### config.mk
export PLATFORM = sky130hd
export DESIGN_NAME = alu_arbiter_flat
export DESIGN_NICKNAME = d
export VERILOG_FILES = /design/src/rtl/alu_arbiter_pkg.sv /design/src/rtl/alu_arbiter_if.sv /design/src/rtl/alu_arbiter_alu.sv /design/src/rtl/alu_arbiter.sv /design/src/flat_wrapper.sv
export SDC_FILE = /design/constraint.sdc
export NUM_CORES = 1
export LEC_CHECK = 0
export CAP_MARGIN = 40
export CORE_MARGIN = 2
export CORE_UTILIZATION = 28
export DETAILED_ROUTE_END_ITERATION = 12
export PLACE_DENSITY = 0.49
export SYNTH_ARGS = -nofsm -noshare
export SYNTH_HDL_FRONTEND = slang
export SYNTH_SLANG_ARGS = --single-unit
### constraint.sdc
create_clock -name clk -period 6.3 [get_ports clk]
set_clock_uncertainty 0.15 [all_clocks]
set_input_delay 0.63 -clock clk [delete_from_list [all_inputs] [get_ports clk]]
set_output_delay 0.63 -clock clk [all_outputs]
set_load 0.02 [all_outputs]
### src/rtl/alu_arbiter_pkg.sv
// Shared CPU definitions: ALU function codes, condition-code bit positions,
// Y86 condition selectors and datapath defaults.
package cpu_defs;

  localparam int BIT_WISE_DEFAULT = 64;
  localparam int CC_W_DEFAULT     = 4;

  typedef enum logic [1:0] {
    ALU_ADD = 2'b00,
    ALU_SUB = 2'b01,
    ALU_AND = 2'b10,
    ALU_OR  = 2'b11
  } aluFun_e;

  localparam int CC_ZF = 0;
  localparam int CC_SF = 1;
  localparam int CC_OF = 2;
  localparam int CC_CF = 3;

  localparam logic [3:0] CC_RESET = 4'b0001;

  typedef enum logic [3:0] {
    C_ALWAYS = 4'd0,
    C_LE     = 4'd1,
    C_L      = 4'd2,
    C_E      = 4'd3,
    C_NE     = 4'd4,
    C_GE     = 4'd5,
    C_G      = 4'd6
  } condFun_e;

endpackage

### src/rtl/alu_arbiter_if.sv
// Request/response bundle between the two ALU requesters, the response
// consumer and the shared ALU arbiter.
interface alu_arbiter_if #(
  parameter int BIT_WISE = cpu_defs::BIT_WISE_DEFAULT,
  parameter int CC_W     = cpu_defs::CC_W_DEFAULT
);
  logic                req0_valid;
  logic                req0_ready;
  logic [1:0]          req0_fun;
  logic [BIT_WISE-1:0] req0_a;
  logic [BIT_WISE-1:0] req0_b;
  logic                req0_set_cc;

  logic                req1_valid;
  logic                req1_ready;
  logic [1:0]          req1_fun;
  logic [BIT_WISE-1:0] req1_a;
  logic [BIT_WISE-1:0] req1_b;

  logic                rsp_valid;
  logic                rsp_ready;
  logic                rsp_id;
  logic [BIT_WISE-1:0] rsp_valE;
  logic [CC_W-1:0]     rsp_flags;

  logic [CC_W-1:0]     cc;
  logic [3:0]          cond_fun;
  logic                cond;

  modport slave (
    input  req0_valid, req0_fun, req0_a, req0_b, req0_set_cc,
    input  req1_valid, req1_fun, req1_a, req1_b,
    input  rsp_ready, cond_fun,
    output req0_ready, req1_ready,
    output rsp_valid, rsp_id, rsp_valE, rsp_flags, cc, cond
  );

  modport master (
    output req0_valid, req0_fun, req0_a, req0_b, req0_set_cc,
    output req1_valid, req1_fun, req1_a, req1_b,
    output rsp_ready, cond_fun,
    input  req0_ready, req1_ready,
    input  rsp_valid, rsp_id, rsp_valE, rsp_flags, cc, cond
  );
endinterface

### src/rtl/alu_arbiter_alu.sv
// Combinational team ALU: add, sub (B minus A), and, or, with ZF/SF/OF/CF
// flags where OF and CF are correct for both add and sub.
module alu_arbiter_alu
  import cpu_defs::*;
#(
  parameter int BIT_WISE = BIT_WISE_DEFAULT,
  parameter int CC_W     = CC_W_DEFAULT
) (
  input  logic [1:0]          i_fun,
  input  logic [BIT_WISE-1:0] i_a,
  input  logic [BIT_WISE-1:0] i_b,
  output logic [BIT_WISE-1:0] o_valE,
  output logic [CC_W-1:0]     o_flags
);
  localparam int MSB = BIT_WISE - 1;

  logic [BIT_WISE:0] w_sum;
  logic [BIT_WISE:0] w_diff;
  logic              w_of;
  logic              w_cf;

  // The extra top bit of each result is the carry (add) or borrow (sub).
  assign w_sum  = {1'b0, i_a} + {1'b0, i_b};
  assign w_diff = {1'b0, i_b} - {1'b0, i_a};

  always_comb begin
    o_valE = '0;
    w_of   = 1'b0;
    w_cf   = 1'b0;
    case (i_fun)
      ALU_ADD: begin
        o_valE = w_sum[MSB:0];
        w_cf   = w_sum[BIT_WISE];
        w_of   = (i_a[MSB] == i_b[MSB]) && (w_sum[MSB] != i_a[MSB]);
      end
      ALU_SUB: begin
        o_valE = w_diff[MSB:0];
        w_cf   = w_diff[BIT_WISE];
        w_of   = (i_a[MSB] != i_b[MSB]) && (w_diff[MSB] != i_b[MSB]);
      end
      ALU_AND: o_valE = i_a & i_b;
      ALU_OR:  o_valE = i_a | i_b;
      default: o_valE = '0;
    endcase
  end

  always_comb begin
    o_flags        = '0;
    o_flags[CC_ZF] = (o_valE == '0);
    o_flags[CC_SF] = o_valE[MSB];
    o_flags[CC_OF] = w_of;
    o_flags[CC_CF] = w_cf;
  end
endmodule

### src/rtl/alu_arbiter.sv
// Round-robin sharing of the execute-stage ALU between two requesters, with a
// two-stage op/response pipeline, the architectural CC register and Y86 cond.
module alu_arbiter
  import cpu_defs::*;
#(
  parameter int BIT_WISE = BIT_WISE_DEFAULT,
  parameter int CC_W     = CC_W_DEFAULT
) (
  input logic          clk,
  input logic          rst,
  alu_arbiter_if.slave bus
);
  logic                r_rrLast;
  logic                r_aValid;
  logic                r_aId;
  logic [1:0]          r_aFun;
  logic [BIT_WISE-1:0] r_aA;
  logic [BIT_WISE-1:0] r_aB;
  logic                r_aSetCc;
  logic                r_rspValid;
  logic                r_rspId;
  logic [BIT_WISE-1:0] r_rspValE;
  logic [CC_W-1:0]     r_rspFlags;
  logic [CC_W-1:0]     r_cc;

  logic                w_stall;
  logic                w_pick1;
  logic                w_grant0;
  logic                w_grant1;
  logic [BIT_WISE-1:0] w_valE;
  logic [CC_W-1:0]     w_flags;
  logic                w_lt;

  // A held response freezes the whole pipe, so nothing may be granted.
  assign w_stall  = r_rspValid && !bus.rsp_ready;
  assign w_pick1  = bus.req1_valid && (!bus.req0_valid || !r_rrLast);
  assign w_grant0 = !w_stall && bus.req0_valid && !w_pick1;
  assign w_grant1 = !w_stall && w_pick1;

  assign bus.req0_ready = w_grant0;
  assign bus.req1_ready = w_grant1;

  always_ff @(posedge clk or posedge rst) begin
    if (rst) begin
      r_rrLast <= 1'b1;
    end else if (w_grant0 || w_grant1) begin
      r_rrLast <= w_grant1;
    end
  end

  always_ff @(posedge clk or posedge rst) begin
    if (rst) begin
      r_aValid <= 1'b0;
      r_aId    <= 1'b0;
      r_aFun   <= ALU_ADD;
      r_aA     <= '0;
      r_aB     <= '0;
      r_aSetCc <= 1'b0;
    end else if (!w_stall) begin
      r_aValid <= w_grant0 || w_grant1;
      if (w_grant0 || w_grant1) begin
        r_aId    <= w_grant1;
        r_aFun   <= w_grant1 ? bus.req1_fun : bus.req0_fun;
        r_aA     <= w_grant1 ? bus.req1_a : bus.req0_a;
        r_aB     <= w_grant1 ? bus.req1_b : bus.req0_b;
        r_aSetCc <= w_grant0 && bus.req0_set_cc;
      end
    end
  end

  alu_arbiter_alu #(
    .BIT_WISE(BIT_WISE),
    .CC_W    (CC_W)
  ) u_alu (
    .i_fun  (r_aFun),
    .i_a    (r_aA),
    .i_b    (r_aB),
    .o_valE (w_valE),
    .o_flags(w_flags)
  );

  always_ff @(posedge clk or posedge rst) begin
    if (rst) begin
      r_rspValid <= 1'b0;
      r_rspId    <= 1'b0;
      r_rspValE  <= '0;
      r_rspFlags <= '0;
    end else if (!w_stall) begin
      r_rspValid <= r_aValid;
      if (r_aValid) begin
        r_rspId    <= r_aId;
        r_rspValE  <= w_valE;
        r_rspFlags <= w_flags;
      end
    end
  end

  // CC commits alongside the response load, and only for port 0 ops that ask.
  always_ff @(posedge clk or posedge rst) begin
    if (rst) begin
      r_cc <= CC_W'(CC_RESET);
    end else if (!w_stall && r_aValid && !r_aId && r_aSetCc) begin
      r_cc <= w_flags;
    end
  end

  assign bus.rsp_valid = r_rspValid;
  assign bus.rsp_id    = r_rspId;
  assign bus.rsp_valE  = r_rspValE;
  assign bus.rsp_flags = r_rspFlags;
  assign bus.cc        = r_cc;

  assign w_lt = r_cc[CC_SF] ^ r_cc[CC_OF];

  always_comb begin
    bus.cond = 1'b0;
    case (bus.cond_fun)
      C_ALWAYS: bus.cond = 1'b1;
      C_LE:     bus.cond = w_lt || r_cc[CC_ZF];
      C_L:      bus.cond = w_lt;
      C_E:      bus.cond = r_cc[CC_ZF];
      C_NE:     bus.cond = !r_cc[CC_ZF];
      C_GE:     bus.cond = !w_lt;
      C_G:      bus.cond = !w_lt && !r_cc[CC_ZF];
      default:  bus.cond = 1'b0;
    endcase
  end
endmodule

### src/flat_wrapper.sv
// flat-port wrapper written by rule: the top's interface ports become plain ports
module alu_arbiter_flat import cpu_defs::*;
#(
  parameter int BIT_WISE = BIT_WISE_DEFAULT,
  parameter int CC_W     = CC_W_DEFAULT
)
  (clk, rst, bus_req0_valid, bus_req0_fun, bus_req0_a, bus_req0_b, bus_req0_set_cc, bus_req1_valid, bus_req1_fun, bus_req1_a, bus_req1_b, bus_rsp_ready, bus_cond_fun, bus_req0_ready, bus_req1_ready, bus_rsp_valid, bus_rsp_id, bus_rsp_valE, bus_rsp_flags, bus_cc, bus_cond);
  alu_arbiter_if #(.BIT_WISE(BIT_WISE), .CC_W(CC_W)) bus_i ();
  input logic clk;
  input logic rst;
  input wire logic [$bits(bus_i.req0_valid)-1:0] bus_req0_valid;
  input wire logic [$bits(bus_i.req0_fun)-1:0] bus_req0_fun;
  input wire logic [$bits(bus_i.req0_a)-1:0] bus_req0_a;
  input wire logic [$bits(bus_i.req0_b)-1:0] bus_req0_b;
  input wire logic [$bits(bus_i.req0_set_cc)-1:0] bus_req0_set_cc;
  input wire logic [$bits(bus_i.req1_valid)-1:0] bus_req1_valid;
  input wire logic [$bits(bus_i.req1_fun)-1:0] bus_req1_fun;
  input wire logic [$bits(bus_i.req1_a)-1:0] bus_req1_a;
  input wire logic [$bits(bus_i.req1_b)-1:0] bus_req1_b;
  input wire logic [$bits(bus_i.rsp_ready)-1:0] bus_rsp_ready;
  input wire logic [$bits(bus_i.cond_fun)-1:0] bus_cond_fun;
  output wire logic [$bits(bus_i.req0_ready)-1:0] bus_req0_ready;
  output wire logic [$bits(bus_i.req1_ready)-1:0] bus_req1_ready;
  output wire logic [$bits(bus_i.rsp_valid)-1:0] bus_rsp_valid;
  output wire logic [$bits(bus_i.rsp_id)-1:0] bus_rsp_id;
  output wire logic [$bits(bus_i.rsp_valE)-1:0] bus_rsp_valE;
  output wire logic [$bits(bus_i.rsp_flags)-1:0] bus_rsp_flags;
  output wire logic [$bits(bus_i.cc)-1:0] bus_cc;
  output wire logic [$bits(bus_i.cond)-1:0] bus_cond;
  assign bus_i.req0_valid = bus_req0_valid;
  assign bus_i.req0_fun = bus_req0_fun;
  assign bus_i.req0_a = bus_req0_a;
  assign bus_i.req0_b = bus_req0_b;
  assign bus_i.req0_set_cc = bus_req0_set_cc;
  assign bus_i.req1_valid = bus_req1_valid;
  assign bus_i.req1_fun = bus_req1_fun;
  assign bus_i.req1_a = bus_req1_a;
  assign bus_i.req1_b = bus_req1_b;
  assign bus_i.rsp_ready = bus_rsp_ready;
  assign bus_i.cond_fun = bus_cond_fun;
  assign bus_req0_ready = bus_i.req0_ready;
  assign bus_req1_ready = bus_i.req1_ready;
  assign bus_rsp_valid = bus_i.rsp_valid;
  assign bus_rsp_id = bus_i.rsp_id;
  assign bus_rsp_valE = bus_i.rsp_valE;
  assign bus_rsp_flags = bus_i.rsp_flags;
  assign bus_cc = bus_i.cc;
  assign bus_cond = bus_i.cond;
  alu_arbiter #(.BIT_WISE(BIT_WISE), .CC_W(CC_W)) u_core (.clk(clk), .rst(rst), .bus(bus_i));
endmodule
==> flow_summary.json, run 1 <==
{
  "r2r_start": "u_core.r_aB[23]$_DFFE_PP0P_",
  "avgSynthCellArea_um2": 7.27,
  "nets": 3658,
  "rsz0062_at_grt": "false",
  "setup_viol": 0,
  "grt_pass1_wl_um": 142000,
  "peakVddDrop_uv": 201,
  "min_period_ns": 5.60,
  "critical_path.endpoint_type": "flip-flop",
  "cts_tree": "done",
  "synth.net_count": 3415,
  "drt.antenna.violating_nets": 0,
  "drv_cap": 0,
  "nFillCells": 8037,
  "cts_buffer_depth": 3,
  "drt_first_pass_iters": 6,
  "wl_per_cell_um": 22.7,
  "ys.flop_type": "dfrtp_1",
  "path_max_fanout": 16,
  "crit_type": "reg2reg",
  "cp.arrival_ns": 5.93,
  "ff2ff_path_depth": 15,
  "cts_repair_resize_count": 0,
  "layout_commonest_cell": "nand2_1",
  "ys_seq_area_share_pct": 24.3,
  "maxSlewViolCount": 0,
  "antenna_found_initial": 2,
  "grt.overflow.total": 0,
  "ctsHoldBuffers": 0,
  "post-route-drc-count": 0,
  "grt_max_degree": 128,
  "synth_edf_count": 0,
  "yosysTopAreaCell": "dfrtp_1",
  "die_y_um": 280,
  "power_density_nw_per_um2": 405,
  "fmax_mhz": 179,
  "slew_headroom_pct": 35.8,
  "regToRegSetupSlack_ns": 0.70,
  "ff_latch_area_um2": 5190,
  "mostFrequentLayoutCells": "481 x nand2_1, 346 x clkdlybuf4s50_1, 299 x nor2_1",
  "netlist_instances": 2935,
  "rows": 101,
  "fin_cells": 4177,
  "postSynth.asyncResetShare_pct": 100,
  "status": "complete, no violations",
  "io_buffers": 346,
  "drive_gt1_share_pct": 5.94,
  "die-area_um2": 78400,
  "cts-root-buf": "clkbuf_16",
  "grt_use_total_pct": 23.3,
  "vias": 23300,
  "cts_buffers": 26,
  "htreeDepth": 1,
  "grt_pass1_vias": 22500,
  "dpl.hpwl_um": 74600,
  "coreArea_um2": 75700,
  "gp_congestion": 0.995,
  "initial_core_util_pct": 28.2,
  "drt-initial-drc-count": 2261,
  "path_clk_slew_ns": 0.06,
  "p_leak_uw": 0.0113,
  "ys_warn_count": 0,
  "hold_path_class": "in2async",
  "tightest_slew_ns": 0.964,
  "multi_input_area_um2": 14700,
  "viasPerCell": 5.58,
  "worstSkewPairLatency_ns": 0.59,
  "ios": 347,
  "synthTopCellsByArea": "dfrtp_1 24%, ha_1 12%, nand2_1 8.5%",
  "netlist.area_leader.share_pct": 24.0,
  "hold_violations": 0,
  "die_x_um": 280,
  "fin_crit_sh_pct": 88.9,
  "cts_setup_buffers": 0,
  "clock_sinks": 207,
  "tns_ns": 0,
  "syn_area_um2": 21300,
  "synth_cell_types": 102,
  "r2r_end": "u_core.bus.cc[0]$_DFFE_PP1P_",
  "wl_um": 94900,
  "start_kind": "flip-flop",
  "placedCellCount": 4128,
  "syn2layout_area_growth_pct": 25.0,
  "yosys_register_bits": 207,
  "required_ns": 6.64
}
cells in the mapped netlist (all sizes together), types with 40 or more instances:
cell    count
nand2     482
nor2      301
ha        208
inv       206
dfrtp     205
a21oi     190
o21ai     183
a31oi     157
clkbuf    144
o31ai      57
nor3       53
a211oi     48
nand3      46
nor4       45
a21o       43
buf        40
nand4      40
through the flow:
| stage | power, µW | hold slack [ns] | util, % | area, µm² | setup WS, ns |
|---|---|---|---|---|---|
| 6_report | 10800 | 0.319 | 35.2 | 26700 | 0.702 |
| 5_1_grt | 11500 | 0.354 | 35.2 | 26700 | 0.412 |
| 4_1_cts | 10700 | 0.315 | 35.2 | 26700 | 0.829 |
| 3_5_place_dp | 9120 | 0.316 | 34.1 | 25800 | 0.857 |
| 3_3_place_gp | 9150 | 0.310 | 34.0 | 25800 | 0.729 |
| 2_1_floorplan | 6360 | 0.305 | - | 21300 | 2.33 |
metal layers:
metal | vias to the layer above | part of all wire (%) | GRT usage [%]
met5 | - | 0.014 | 0
met1 | 11200 | 46 | 32.4
li1 | 11000 | - | -
met2 | 946 | 44 | 37.1
met4 | 2 | 3.1 | 6.57
met3 | 160 | 7.2 | 3.84
registers in the layout, indices dropped and copies added (netlist names):
signal and count:
u_core.bus.cc 4, u_core.bus.rsp_flags 4, u_core.bus.rsp_id 1, u_core.bus.rsp_valE 63, u_core.bus.rsp_valid 1, u_core.r_aA 64, u_core.r_aB 64, u_core.r_aFun 2
u_core.r_aId 1, u_core.r_aSetCc 1, u_core.r_aValid 1, u_core.r_rrLast 1
cell families after synthesis:
kind of cell / count (synthesis) / synth area share, %
xor+xnor: 33 / 1.35
simple gates: 1124 / 23.9
mux: 37 / 1.99
fa+ha+maj: 210 / 12.4
flops: 207 / 24.3
buf+inv: 391 / 7.10
compound gates: 933 / 29.0
worst max path at each step:
stage          depth (start not counted)  slack [ns]                           end                         from
6_report                              15        0.70  u_core.bus.cc[0]$_DFFE_PP1P_  u_core.r_aB[23]$_DFFE_PP0P_
5_1_grt                               16        0.41  u_core.bus.cc[0]$_DFFE_PP1P_  u_core.r_aB[10]$_DFFE_PP0P_
4_1_cts                               16        0.83  u_core.bus.cc[0]$_DFFE_PP1P_  u_core.r_aB[10]$_DFFE_PP0P_
3_5_place_dp                          15        0.86  u_core.bus.cc[0]$_DFFE_PP1P_  u_core.r_aB[23]$_DFFE_PP0P_
3_3_place_gp                          17        0.73  u_core.bus.cc[0]$_DFFE_PP1P_  u_core.r_aB[18]$_DFFE_PP0P_
2_1_floorplan                         16        2.33  u_core.bus.cc[0]$_DFFE_PP1P_   u_core.r_aB[0]$_DFFE_PP0P_
layout make-up:
type / instances / share of cell area [%]
diodes: 1 / 0.00938
well taps: 978 / 4.59
multi-input cells: 2337 / 55.0
clock inverters: 10 / 0.380
inverters: 207 / 2.94
repair buffers: 399 / 14.7
clock buffers: 38 / 2.87
flip-flops and latches: 207 / 19.5
power breakdown:
group	total, µW	internal (µW)	switching [µW]
Clock	1530	884	648
Combinational	7120	2490	4640
Sequential	2140	1730	403
worst max-delay path, cell delays in order, from the launching register on:
cell and delay [ns]:
dfrtp_1 0.40, inv_1 0.06, ha_1 0.58, nor4_1 0.84, and2_1 0.27, a21boi_1 0.23
o31ai_1 0.20, a21oi_2 0.33, o21ai_1 0.32, a2111oi_1 0.55, or4_1 0.18, nand4_1 0.10
a2111oi_0 0.67, buf_4 0.23, nand4_1 0.12, o31ai_1 0.27
No activity file was read; power rests on OpenSTA's default activity.
==> run 2, diff against run 1 <==
--- a/config.mk
+++ b/config.mk
@@ -5,8 +5,7 @@
 export SDC_FILE = /design/constraint.sdc
 export NUM_CORES = 1
 export LEC_CHECK = 0
-export CAP_MARGIN = 40
-export CORE_MARGIN = 2
+export CORE_MARGIN = 5
 export CORE_UTILIZATION = 28
 export DETAILED_ROUTE_END_ITERATION = 12
 export PLACE_DENSITY = 0.49
==> run 2 against run 1 <==
  * Non-clock buffer count down 6
  * Sequential power hardly changed
  * Worst setup slack improved by 0.29 ns
  * Cell count barely moved
  * Worst hold slack worse by 0.067 ns
  * Combinational power about the same
  * Die area is 4.3% higher
  * Critical path type unchanged
  * Critical endpoint is now u_core.bus.rsp_flags[0]$_DFFE_PP0P_
  * Largest cell class unchanged
==> flow_summary.json, run 2 (synthesized netlist as in run 1, its figures left out) <==
{
  "setup_viol": 0,
  "cts-root-buf": "clkbuf_16",
  "layout_commonest_cell": "nand2_1",
  "wl_um": 97700,
  "cp.arrival_ns": 5.64,
  "ctsHoldBuffers": 0,
  "crit_type": "reg2reg",
  "hold_violations": 0,
  "coreArea_um2": 75800,
  "min_period_ns": 5.30,
  "drt-initial-drc-count": 2104,
  "rows": 101,
  "nets": 3653,
  "cts_tree": "done",
  "io_buffers": 346,
  "grt_pass1_vias": 22400,
  "tns_ns": 0,
  "clock_sinks": 207,
  "power_density_nw_per_um2": 407,
  "tightest_slew_ns": 1.08,
  "gp_congestion": 1.01,
  "ios": 347,
  "path_clk_slew_ns": 0.06,
  "grt_use_total_pct": 22.7,
  "fmax_mhz": 189,
  "rsz0062_at_grt": "false",
  "p_leak_uw": 0.0113,
  "critical_path.endpoint_type": "flip-flop",
  "grt_max_degree": 135,
  "cts_buffer_depth": 3,
  "drv_cap": 0,
  "drt_first_pass_iters": 6,
  "htreeDepth": 1,
  "hold_path_class": "in2async",
  "die_y_um": 286,
  "peakVddDrop_uv": 189,
  "maxSlewViolCount": 0,
  "fin_crit_sh_pct": 84.2,
  "mostFrequentLayoutCells": "481 x nand2_1, 346 x clkdlybuf4s50_1, 300 x nor2_1",
  "slew_headroom_pct": 27.0,
  "fin_ws_ns": 0.996,
  "die-area_um2": 81800,
  "drt.antenna.violating_nets": 0,
  "start_kind": "flip-flop",
  "syn2layout_area_growth_pct": 24.9,
  "wl_per_cell_um": 23.4,
  "status": "complete, no violations",
  "path_max_fanout": 16,
  "grt_pass1_wl_um": 146000,
  "post-route-drc-count": 0,
  "antenna_found_initial": 0,
  "die_x_um": 286,
  "worstSkewPairLatency_ns": 0.59,
  "drive_gt1_share_pct": 5.85,
  "required_ns": 6.64,
  "initial_core_util_pct": 28.1,
  "viasPerCell": 5.55,
  "cts_setup_buffers": 0,
  "cts_repair_resize_count": 0,
  "vias": 23200,
  "dp_slack_ns": 1.19,
  "dpl.hpwl_um": 77800,
  "cts_buffers": 27,
  "final_util_pct": 35.1,
  "grt.overflow.total": 0
}
==> run 2: cell types whose count changed in the layout (fill, tap and decap cells not counted), moves of 2 or more <==
cell,delta
buf_12,-2
buf_2,-3
bufinv_16,+2
clkbuf_8,-5
clkinv_2,+5
==> run 2: worst paths after layout <==
| path | startpoint | end | slack, ns | depth (start not counted) |
|---|---|---|---|---|
| worst max-delay path | u_core.r_aB[23]$_DFFE_PP0P_ | u_core.bus.rsp_flags[0]$_DFFE_PP0P_ | 1.0 | 16 |
| worst min-delay path | rst | u_core.r_aB[28]$_DFFE_PP0P_ | 0.25 | 2 |
| worst max register to register | u_core.r_aB[23]$_DFFE_PP0P_ | u_core.bus.rsp_flags[0]$_DFFE_PP0P_ | 1.0 | 16 |
| worst min register to register | u_core.bus.rsp_valE[55]$_DFFE_PP0P_ | u_core.bus.rsp_valE[55]$_DFFE_PP0P_ | 0.33 | 1 |
| max in group asynchronous | rst | u_core.r_aFun[0]$_DFFE_PP0P_ | 4.50 | 3 |
| min in group clk | u_core.bus.rsp_valE[55]$_DFFE_PP0P_ | u_core.bus.rsp_valE[55]$_DFFE_PP0P_ | 0.33 | 1 |
==> run 2: worst max-delay path, stage by stage (launching register included) <==
cell and delay, ns:
dfrtp_1 0.38, inv_1 0.06, ha_1 0.54, nor4_1 0.66, nand4_1 0.24, a211oi_1 0.35
buf_4 0.18, nor3_1 0.08, a21boi_0 0.50, nor2_1 0.24, a31o_2 0.29, a32oi_1 0.32
buf_4 0.23, o211ai_1 0.18, nor4_1 0.39, nand4_1 0.18, o31ai_1 0.24
==> run 2: metrics by stage <==
stage               power (µW)  hold WS, ns  std cells  instance area, µm²
floorplan                 6360        0.305       2935               21300
global placement          9170        0.311       4122               25700
detailed placement        9120        0.320       4122               25700
CTS                      10800        0.220       4172               26600
global route             11500        0.272       4172               26600
finish                   10900        0.253       4173               26600
==> run 2: cell type report <==
type	instances	area, µm²
antenna	1	2.50
fill	8207	49200
multi-input combinational	2337	14700
sequential	207	5190
clock buffer	33	718
tap	978	1220
inverter	207	783
timing repair buffer	393	3870
clock inverter	17	190
==> run 2: metal layers <==
| metal | vias up | GRT usage [%] | routed length (µm) |
|---|---|---|---|
| met5 | - | 0 | 0 |
| met2 | 888 | 36.0 | 43300 |
| li1 | 11000 | - | - |
| met3 | 112 | 3.11 | 6550 |
| met4 | 0 | 4.92 | 2540 |
| met1 | 11200 | 32.9 | 45300 |
==> run 2: report_power, final <==
part | leakage, µW | switching (µW) | internal, µW
combinational | 0.00847 | 4650 | 2460
clock | 0.000444 | 670 | 939
sequential | 0.00239 | 406 | 1730
